===== config.mk =====
export PLATFORM = sky130hd
export DESIGN_NAME = fp16_mult_arbiter
export DESIGN_NICKNAME = d
export VERILOG_FILES = /design/src/rtl/npu_pkg.sv /design/src/rtl/floatMult.sv /design/src/rtl/fp16_mult_arbiter.sv
export SDC_FILE = /design/constraint.sdc
export NUM_CORES = 1
export LEC_CHECK = 0
export CAP_MARGIN = 20
export CORE_AREA = 5 5 131 133
export CTS_CLUSTER_DIAMETER = 60
export DETAILED_ROUTE_END_ITERATION = 8
export DIE_AREA = 0 0 136 138
export HOLD_SLACK_MARGIN = 0.08
export PLACE_DENSITY = 0.81
export SLEW_MARGIN = 20
export SYNTH_ARGS = -nofsm -noshare
export SYNTH_HDL_FRONTEND = slang
export SYNTH_SLANG_ARGS = --single-unit
export TNS_END_PERCENT = 100

===== constraint.sdc =====
create_clock -name clk -period 9.6 [get_ports clk]
set_input_delay 0.96 -clock clk [delete_from_list [all_inputs] [get_ports clk]]
set_output_delay 0.96 -clock clk [all_outputs]
set_load 0.01 [all_outputs]

===== src/rtl/npu_pkg.sv =====
// rtl/npu_pkg.sv - shared NPU datapath constants and round-robin grant search
package npu_pkg;

    localparam int          FP16_W    = 16;
    localparam logic [15:0] FP16_ZERO = 16'h0000;

    // First set bit of valid at or after ptr, wrapping at num (num <= 8).
    // Returns ptr when no bit is set; callers qualify with |valid.
    function automatic logic [2:0] rr_pick(input logic [7:0] valid,
                                           input logic [2:0] ptr,
                                           input int         num);
        logic [2:0] grant;
        logic       found;
        grant = ptr;
        found = 1'b0;
        for (int i = 0; i < num; i++) begin
            if (!found && valid[3'((int'(ptr) + i) % num)]) begin
                grant = 3'((int'(ptr) + i) % num);
                found = 1'b1;
            end
        end
        return grant;
    endfunction

endpackage


===== src/rtl/floatMult.sv =====
// rtl/floatMult.sv - combinational FP16 multiplier, truncating, no NaN/Inf handling
//
// Ports:
//   a, b     : FP16 operands
//   product  : FP16 product; 0x0000 for a zero operand or exponent underflow
module floatMult
    import npu_pkg::*;
(
    input  logic [FP16_W-1:0] a,
    input  logic [FP16_W-1:0] b,
    output logic [FP16_W-1:0] product
);

    logic [11:0]       sig_top;
    logic signed [7:0] exp_sum;
    logic [9:0]        mant;

    always_comb begin
        // Only the upper 12 bits of the 22-bit significand product matter;
        // everything below the kept mantissa is truncated.
        sig_top = 12'(({11'd0, 1'b1, a[9:0]} * {11'd0, 1'b1, b[9:0]}) >> 10);
        exp_sum = $signed({3'b000, a[14:10]}) + $signed({3'b000, b[14:10]})
                + $signed({7'd0, sig_top[11]}) - 8'sd15;
        mant    = sig_top[11] ? sig_top[10:1] : sig_top[9:0];
        product = FP16_ZERO;
        if (a != FP16_ZERO && b != FP16_ZERO && exp_sum > 8'sd0) begin
            product = {a[15] ^ b[15], exp_sum[4:0], mant};
        end
    end

endmodule


===== src/rtl/fp16_mult_arbiter.sv =====
// rtl/fp16_mult_arbiter.sv - round-robin arbiter sharing one FP16 multiplier
//
// Ports:
//   clk, reset             : clock, asynchronous active-high reset
//   req_valid / req_ready  : per-requester handshake (req_ready one-hot or zero)
//   req_a / req_b          : packed FP16 operands, requester i at [16i+15:16i]
//   rsp_valid / rsp_ready  : response handshake with backpressure
//   rsp_id, rsp_product    : requester tag and FP16 product
//   op_count               : accepted request count, wraps at 2^16
module fp16_mult_arbiter
    import npu_pkg::*;
#(
    parameter int NUM_REQ = 4,
    parameter int ID_W    = 2
) (
    input  logic                      clk,
    input  logic                      reset,
    input  logic [NUM_REQ-1:0]        req_valid,
    output logic [NUM_REQ-1:0]        req_ready,
    input  logic [FP16_W*NUM_REQ-1:0] req_a,
    input  logic [FP16_W*NUM_REQ-1:0] req_b,
    output logic                      rsp_valid,
    input  logic                      rsp_ready,
    output logic [ID_W-1:0]           rsp_id,
    output logic [FP16_W-1:0]         rsp_product,
    output logic [15:0]               op_count
);

    logic [ID_W-1:0]   rr_ptr;
    logic [ID_W-1:0]   grant;
    logic              s1_valid;
    logic [FP16_W-1:0] s1_a;
    logic [FP16_W-1:0] s1_b;
    logic [ID_W-1:0]   s1_id;
    logic [FP16_W-1:0] mult_out;
    logic              s2_load;
    logic              s1_load;
    logic              accept;

    always_comb begin
        grant   = ID_W'(rr_pick(8'(req_valid), 3'(rr_ptr), NUM_REQ));
        s2_load = !rsp_valid || rsp_ready;
        s1_load = !s1_valid || s2_load;
        // reset gates accept so req_ready is low for the whole reset window,
        // even though the cleared pipeline would otherwise look loadable.
        accept  = (|req_valid) && s1_load && !reset;
        req_ready = '0;
        if (accept) begin
            req_ready[grant] = 1'b1;
        end
    end

    always_ff @(posedge clk or posedge reset) begin
        if (reset) begin
            s1_valid <= 1'b0;
            s1_a     <= FP16_ZERO;
            s1_b     <= FP16_ZERO;
            s1_id    <= '0;
        end else if (s1_load) begin
            s1_valid <= accept;
            if (accept) begin
                s1_a  <= req_a[grant*FP16_W +: FP16_W];
                s1_b  <= req_b[grant*FP16_W +: FP16_W];
                s1_id <= grant;
            end
        end
    end

    floatMult u_mult (
        .a       (s1_a),
        .b       (s1_b),
        .product (mult_out)
    );

    always_ff @(posedge clk or posedge reset) begin
        if (reset) begin
            rsp_valid   <= 1'b0;
            rsp_product <= FP16_ZERO;
            rsp_id      <= '0;
        end else if (s2_load) begin
            rsp_valid <= s1_valid;
            if (s1_valid) begin
                rsp_product <= mult_out;
                rsp_id      <= s1_id;
            end
        end
    end

    always_ff @(posedge clk or posedge reset) begin
        if (reset) begin
            rr_ptr   <= '0;
            op_count <= 16'd0;
        end else if (accept) begin
            rr_ptr   <= (grant == ID_W'(NUM_REQ - 1)) ? '0 : grant + ID_W'(1);
            op_count <= op_count + 16'd1;
        end
    end

endmodule


# Word-level counts from Yosys, hierarchy flattened
# Index checks and enable logic that the tools add are counted.
# totals
register_bits,72
inputBits,135
output_inout_bits,39
elab_cells,79
# classes
add_sub_neg,8
mul,1
order_cmp,7
eq_ne,1
n_shift,2
muxes,23
n_bitwise,4
reduce_logical,24
# ops
op,count
64-bit by 7-bit variable part select with 16-bit output,2
16-bit nonzero test,2
11-bit by 11-bit multiplier with 22-bit output,1
"16-bit by 1-bit adder with 16-bit output, second input constant",1
16-bit 2-to-1 mux,1
"3-bit by 5-bit < comparator with 1-bit output, second input constant",3
1-bit 2-to-1 mux,11
10-bit 2-to-1 mux,1
1-bit binary-select mux with 3-bit select,3
8-bit by 2-bit adder with 8-bit output,1
"8-bit by 1-bit greater-than comparator with 1-bit output, second input constant",1
1-bit logical AND,8
2-bit 2-to-1 mux,4
"8-bit by 5-bit subtractor with 8-bit output, second input constant",1
5-bit by 5-bit adder with 6-bit output,1
1-bit logical NOT,6
2-bit OR reduction,3
"2-bit by 1-bit adder with 2-bit output, second input constant",2
"2-bit adder, second input constant",2
"2-bit by 4-bit < comparator with 1-bit output, second input constant",1
4-bit 2-to-1 mux,1
2-bit AND reduction,2
4-bit OR reduction,1
"1-bit AND, first input constant",3
other kinds (7),8

# Longest topological paths before layout
# depth
word_depth,19
mapped_depth,32
ltp_nobuf,29

# Hierarchy
# From an unflattened synthesis, not the netlist that was laid out.
# hier_totals
hier_cells,955
area_unflattened_um2,8569.5
# by_module_without_submodules
mod,instances,cells_each,area_each_um2,seq_area_each_um2
floatMult,1,565,4506.8,0.0
fp16_mult_arbiter,1,390,4062.6,1801.7

# Worst setup path before layout
# No wires, ideal clock.
# synth_path
kind,register to register
from,register s1_b[9]
to,register rsp_product[3]
setup_time_ns,0.095
arrival_ns,6.746
slack_ns,2.759
path_stages_with_launch,33
path_buffers,3
synth_period_minus_slack_ns,6.841
cell_sequence,dfrtp_1 clkbuf_1 inv_1 nor2_1 fa_1 inv_1 fa_1 inv_1 fa_1 fa_1 inv_1 fa_1 inv_1 ha_1 buf_2 a21oi_1 a21boi_0 o211ai_1 a21o_1 and2_4 o21ai_4 xnor2_4 clkinv_4 ha_1 inv_1 nand3_1 or2_1 a211oi_1 inv_2 a21oi_2 buf_2 o21ai_0 o31ai_1
# synth_between
elab_chain_cells,6
word_cells_on_any_way,9
# synth_lines
item,line,source
start: declaration,fp16_mult_arbiter.sv:33,logic [FP16_W-1:0] s1_b;
start signal: assignment,fp16_mult_arbiter.sv:63,s1_b <= req_b[grant*FP16_W +: FP16_W];
11-bit by 11-bit multiplier with 22-bit output,floatMult.sv:21,"sig_top = 12'(({11'd0, 1'b1, a[9:0]} * {11'd0, 1'b1, b[9:0]}) >> 10);"
8-bit by 2-bit adder with 8-bit output,floatMult.sv:23,"+ $signed({7'd0, sig_top[11]}) - 8'sd15;"
8-bit by 5-bit subtractor with 8-bit output,floatMult.sv:23,
8-bit by 1-bit greater-than comparator with 1-bit output,floatMult.sv:26,if (a != FP16_ZERO && b != FP16_ZERO && exp_sum > 8'sd0) begin
1-bit logical AND,floatMult.sv:26,
16-bit 2-to-1 mux (*),floatMult.sv:26,
end signal: assignment,fp16_mult_arbiter.sv:83,rsp_product <= mult_out;
end: declaration,fp16_mult_arbiter.sv:25,"output logic [FP16_W-1:0] rsp_product,"
# Every way passes the cells marked *; elsewhere a longest branch is shown, timed or not.
# A chain may end at the register's enable or synchronous reset.

# Worst setup path after layout
# layout_path
from,register s1_b[9]
to,register rsp_product[4]
# The elaborated chain is that of the path after synthesis.

==> results.yml <==
status:
  status: "finished, final reports clean"
detailed_routing:
  drt_iter0_drc: 388
  ant_nets: 0
  post_drt_wl_per_cell_um: 15.4
  vias: 7382
  drc_errors: 0
  wirelength_mm: 21.3
  via_per_inst: 5.32
  drtPass1Iterations: 5
floorplanning:
  core_um2: 15700
  chipWidth_um: 136
  initial_core_util: 0.520
  dieHeight_um: 138
  row_count: 46
  die-area_um2: 18800
  pin_count: 174
critical_path:
  required_ns: 9.85
  crit_slowest_cell: "fa_1"
  endpoint_kind: "flop"
  critPathTopFamily: "adder cells"
  crit_top_cell: "inv_1"
  cp_slowest_stage_delay_ns: 0.54
  crit_buf_inv: 8
  startpoint_type: "flop"
  critPathArrivalTime_ns: 7.99
  criticalPathCategory: "reg2reg"
  cp_max_fo: 12
final_layout:
  nNetsFinal: 1449
  syn_to_final_growth_pct: 26.2
  drive_gt1_frac: 0.0316
  diodes: 0
global_routing:
  grt_pass1_wl_mm: 35.3
  grt_usage: 0.230
  grt_pass1_vias: 7369
  overflow: 0
  grt_max_degree: 73
  antenna_found_initial: 0
clock_tree:
  cts_resized: 0
  numCtsBuffers: 9
  htree_levels: 3
  ctsLongestPathBuffers: 2
  root_buffer: "clkbuf_16"
  ctsHoldBuffers: 0
  clkSlewWorstSetupHoldPaths_ns: 0.06
  cts_setup_buffers: 0
  clock_sinks: 72
  worstSkewPairLatency_ns: 0.35
  cts_tree: "built"
sta:
  rsz0062_at_grt: "false"
  slew_violations: 0
  relSlewSlack: 0.396
  finalCritPeriodShare: 0.807
  clock.fmax_mhz: 129
  period_needed_ns: 7.74
  final.setup.tns_ns: 0
  worst_pin_slew_ns: 0.906
  hold_viol_final: 0
  setup_viol: 0
  fin_skew_ns: 0.00748
yosys:
  synthesis.area_um2: 8160
  ys.flop_type: "dfrtp_1"
  ys_types: 56
  yosysTopAreaCell: "dfrtp_1"
  synth-seq-cells: 72
  yosysSeqAreaShare: 0.221
  synth-edff-count: 0
  synth.area.top_cells: "dfrtp_1 (22%), fa_1 (20%), nand2_1 (13%)"
  async_flop_share: 1.00
  synth_top_cell_area_share: 0.221
  yosysWarnings: 0
  syn_inst: 1027
  syn_nets: 1310
  postSynthAreaPerCell_um2: 7.95
placed_design:
  detailed_place_hpwl_mm: 16.9
  place.gp.congestion: 0.930
  io_buffers: 173
hold_path:
  hold_class: "reg2reg"
flow_run:
  maxCapViolCount: 0
[layout make-up]
cell class | count | area, um^2
Inverter | 127 | 482
Tap cell | 216 | 270
Timing Repair Buffer | 179 | 1780
Sequential cell | 72 | 1800
Multi-Input combinational cell | 777 | 5680
Fill cell | 1276 | 5410
Clock inverter | 5 | 56.3
Clock buffer | 11 | 233
[kinds of logic after synthesis]
group           after synthesis  share of synthesized area
compound gates              151                      0.115
xor+xnor                     30                     0.0354
fa+ha+maj                   148                      0.300
buf+inv                     178                     0.0832
flops                        72                      0.221
mux                           6                    0.00797
simple gates                442                      0.238
[routing by layer]
metal	track usage	vias to the layer above	part of all wire	wire [um]
met2	0.385	261	0.50	10600
met1	0.284	3483	0.40	8430
met4	0.108	0	0.040	857
li1	-	3581	-	-
met5	0	-	0	0
met3	0.0450	57	0.066	1420
[through the flow]
| step | worst slack (ns) | hold slack (ns) | util | instances | instance area, um^2 |
|---|---|---|---|---|---|
| 6_report | 1.86 | 0.477 | 0.656 | 1387 | 10300 |
| 5_1_grt | 1.37 | 0.511 | 0.656 | 1387 | 10300 |
| 4_1_cts | 1.94 | 0.480 | 0.656 | 1387 | 10300 |
| 3_3_place_gp | 2.24 | 0.459 | 0.637 | 1371 | 10000 |
| 2_1_floorplan | 2.76 | 0.446 | - | 1027 | 8160 |
| 3_5_place_dp | 2.01 | 0.467 | 0.637 | 1371 | 10000 |
[cell usage after synthesis, types with 2 or more instances]
library cell,number
nand3_1,45
and3_1,11
a22o_1,5
mux2i_1,2
ha_1,68
buf_2,2
nor2b_1,4
nand2_1,273
o21ai_0,69
nand4_1,7
o22a_1,2
a21o_1,7
nor2_1,36
dfrtp_1,72
o31ai_1,6
o211ai_1,16
nor3_1,5
nor4_1,12
o21a_1,2
buf_1,8
fa_1,80
o21ai_1,6
clkbuf_1,40
nand2b_1,5
and2_1,37
inv_1,125
xnor2_1,18
mux2_2,2
a21oi_1,23
mux2_1,2
xor2_1,10
a211oi_1,2
nand3b_1,2
[tightest hold or removal path: cells and delay by family, from the launching register on]
kind / cells / cell delay [ns]
AOI/OAI and AO/OA: 1 / 0.06
and+or+nand+nor: 1 / 0.04
DFF: 1 / 0.34
[path summary, 6_finish.rpt]
path	start	end	slack, ns	cells after the start
worst max register to register	s1_b[9]	rsp_product[4]	1.86	29
min in group asynchronous	reset	s1_valid	1.25	3
worst max-delay path	s1_b[9]	rsp_product[4]	1.86	29
worst min-delay path	s1_id[1]	s1_id[1]	0.48	2
max in group asynchronous	reset	op_count[6]	7.77	3
worst min register to register	s1_id[1]	s1_id[1]	0.48	2
[state kept, by name, summed over array words and instances, names as in the netlist]
| register | cells |
|---|---|
| op_count | 16 |
| rr_ptr | 2 |
| rsp_id | 2 |
| rsp_product | 16 |
| rsp_valid | 1 |
| s1_a | 16 |
| s1_b | 16 |
| s1_id | 2 |
| s1_valid | 1 |
[cells in the final DEF (no fill, tap or decap), types with 3 or more instances in the layout]
| master | instances |
|---|---|
| buf_4 | 6 |
| o21ai_0 | 69 |
| ha_1 | 68 |
| clkbuf_16 | 9 |
| a21o_1 | 7 |
| nand2_1 | 273 |
| xor2_1 | 10 |
| o21ai_1 | 6 |
| clkdlybuf4s50_1 | 173 |
| fa_1 | 80 |
| nand2b_1 | 5 |
| a22o_1 | 5 |
| nor2b_1 | 4 |
| inv_1 | 123 |
| nand4_1 | 7 |
| nor2_1 | 36 |
| and3_1 | 11 |
| and2_1 | 37 |
| nor4_1 | 12 |
| xnor2_1 | 18 |
| inv_2 | 3 |
| nor3_1 | 5 |
| dfrtp_1 | 72 |
| o31ai_1 | 6 |
| o211ai_1 | 16 |
| nand3_1 | 45 |
| a21oi_1 | 23 |
Power is not shown: default switching activity piles up to over one toggle a cycle in this logic, so the estimate is an artifact.
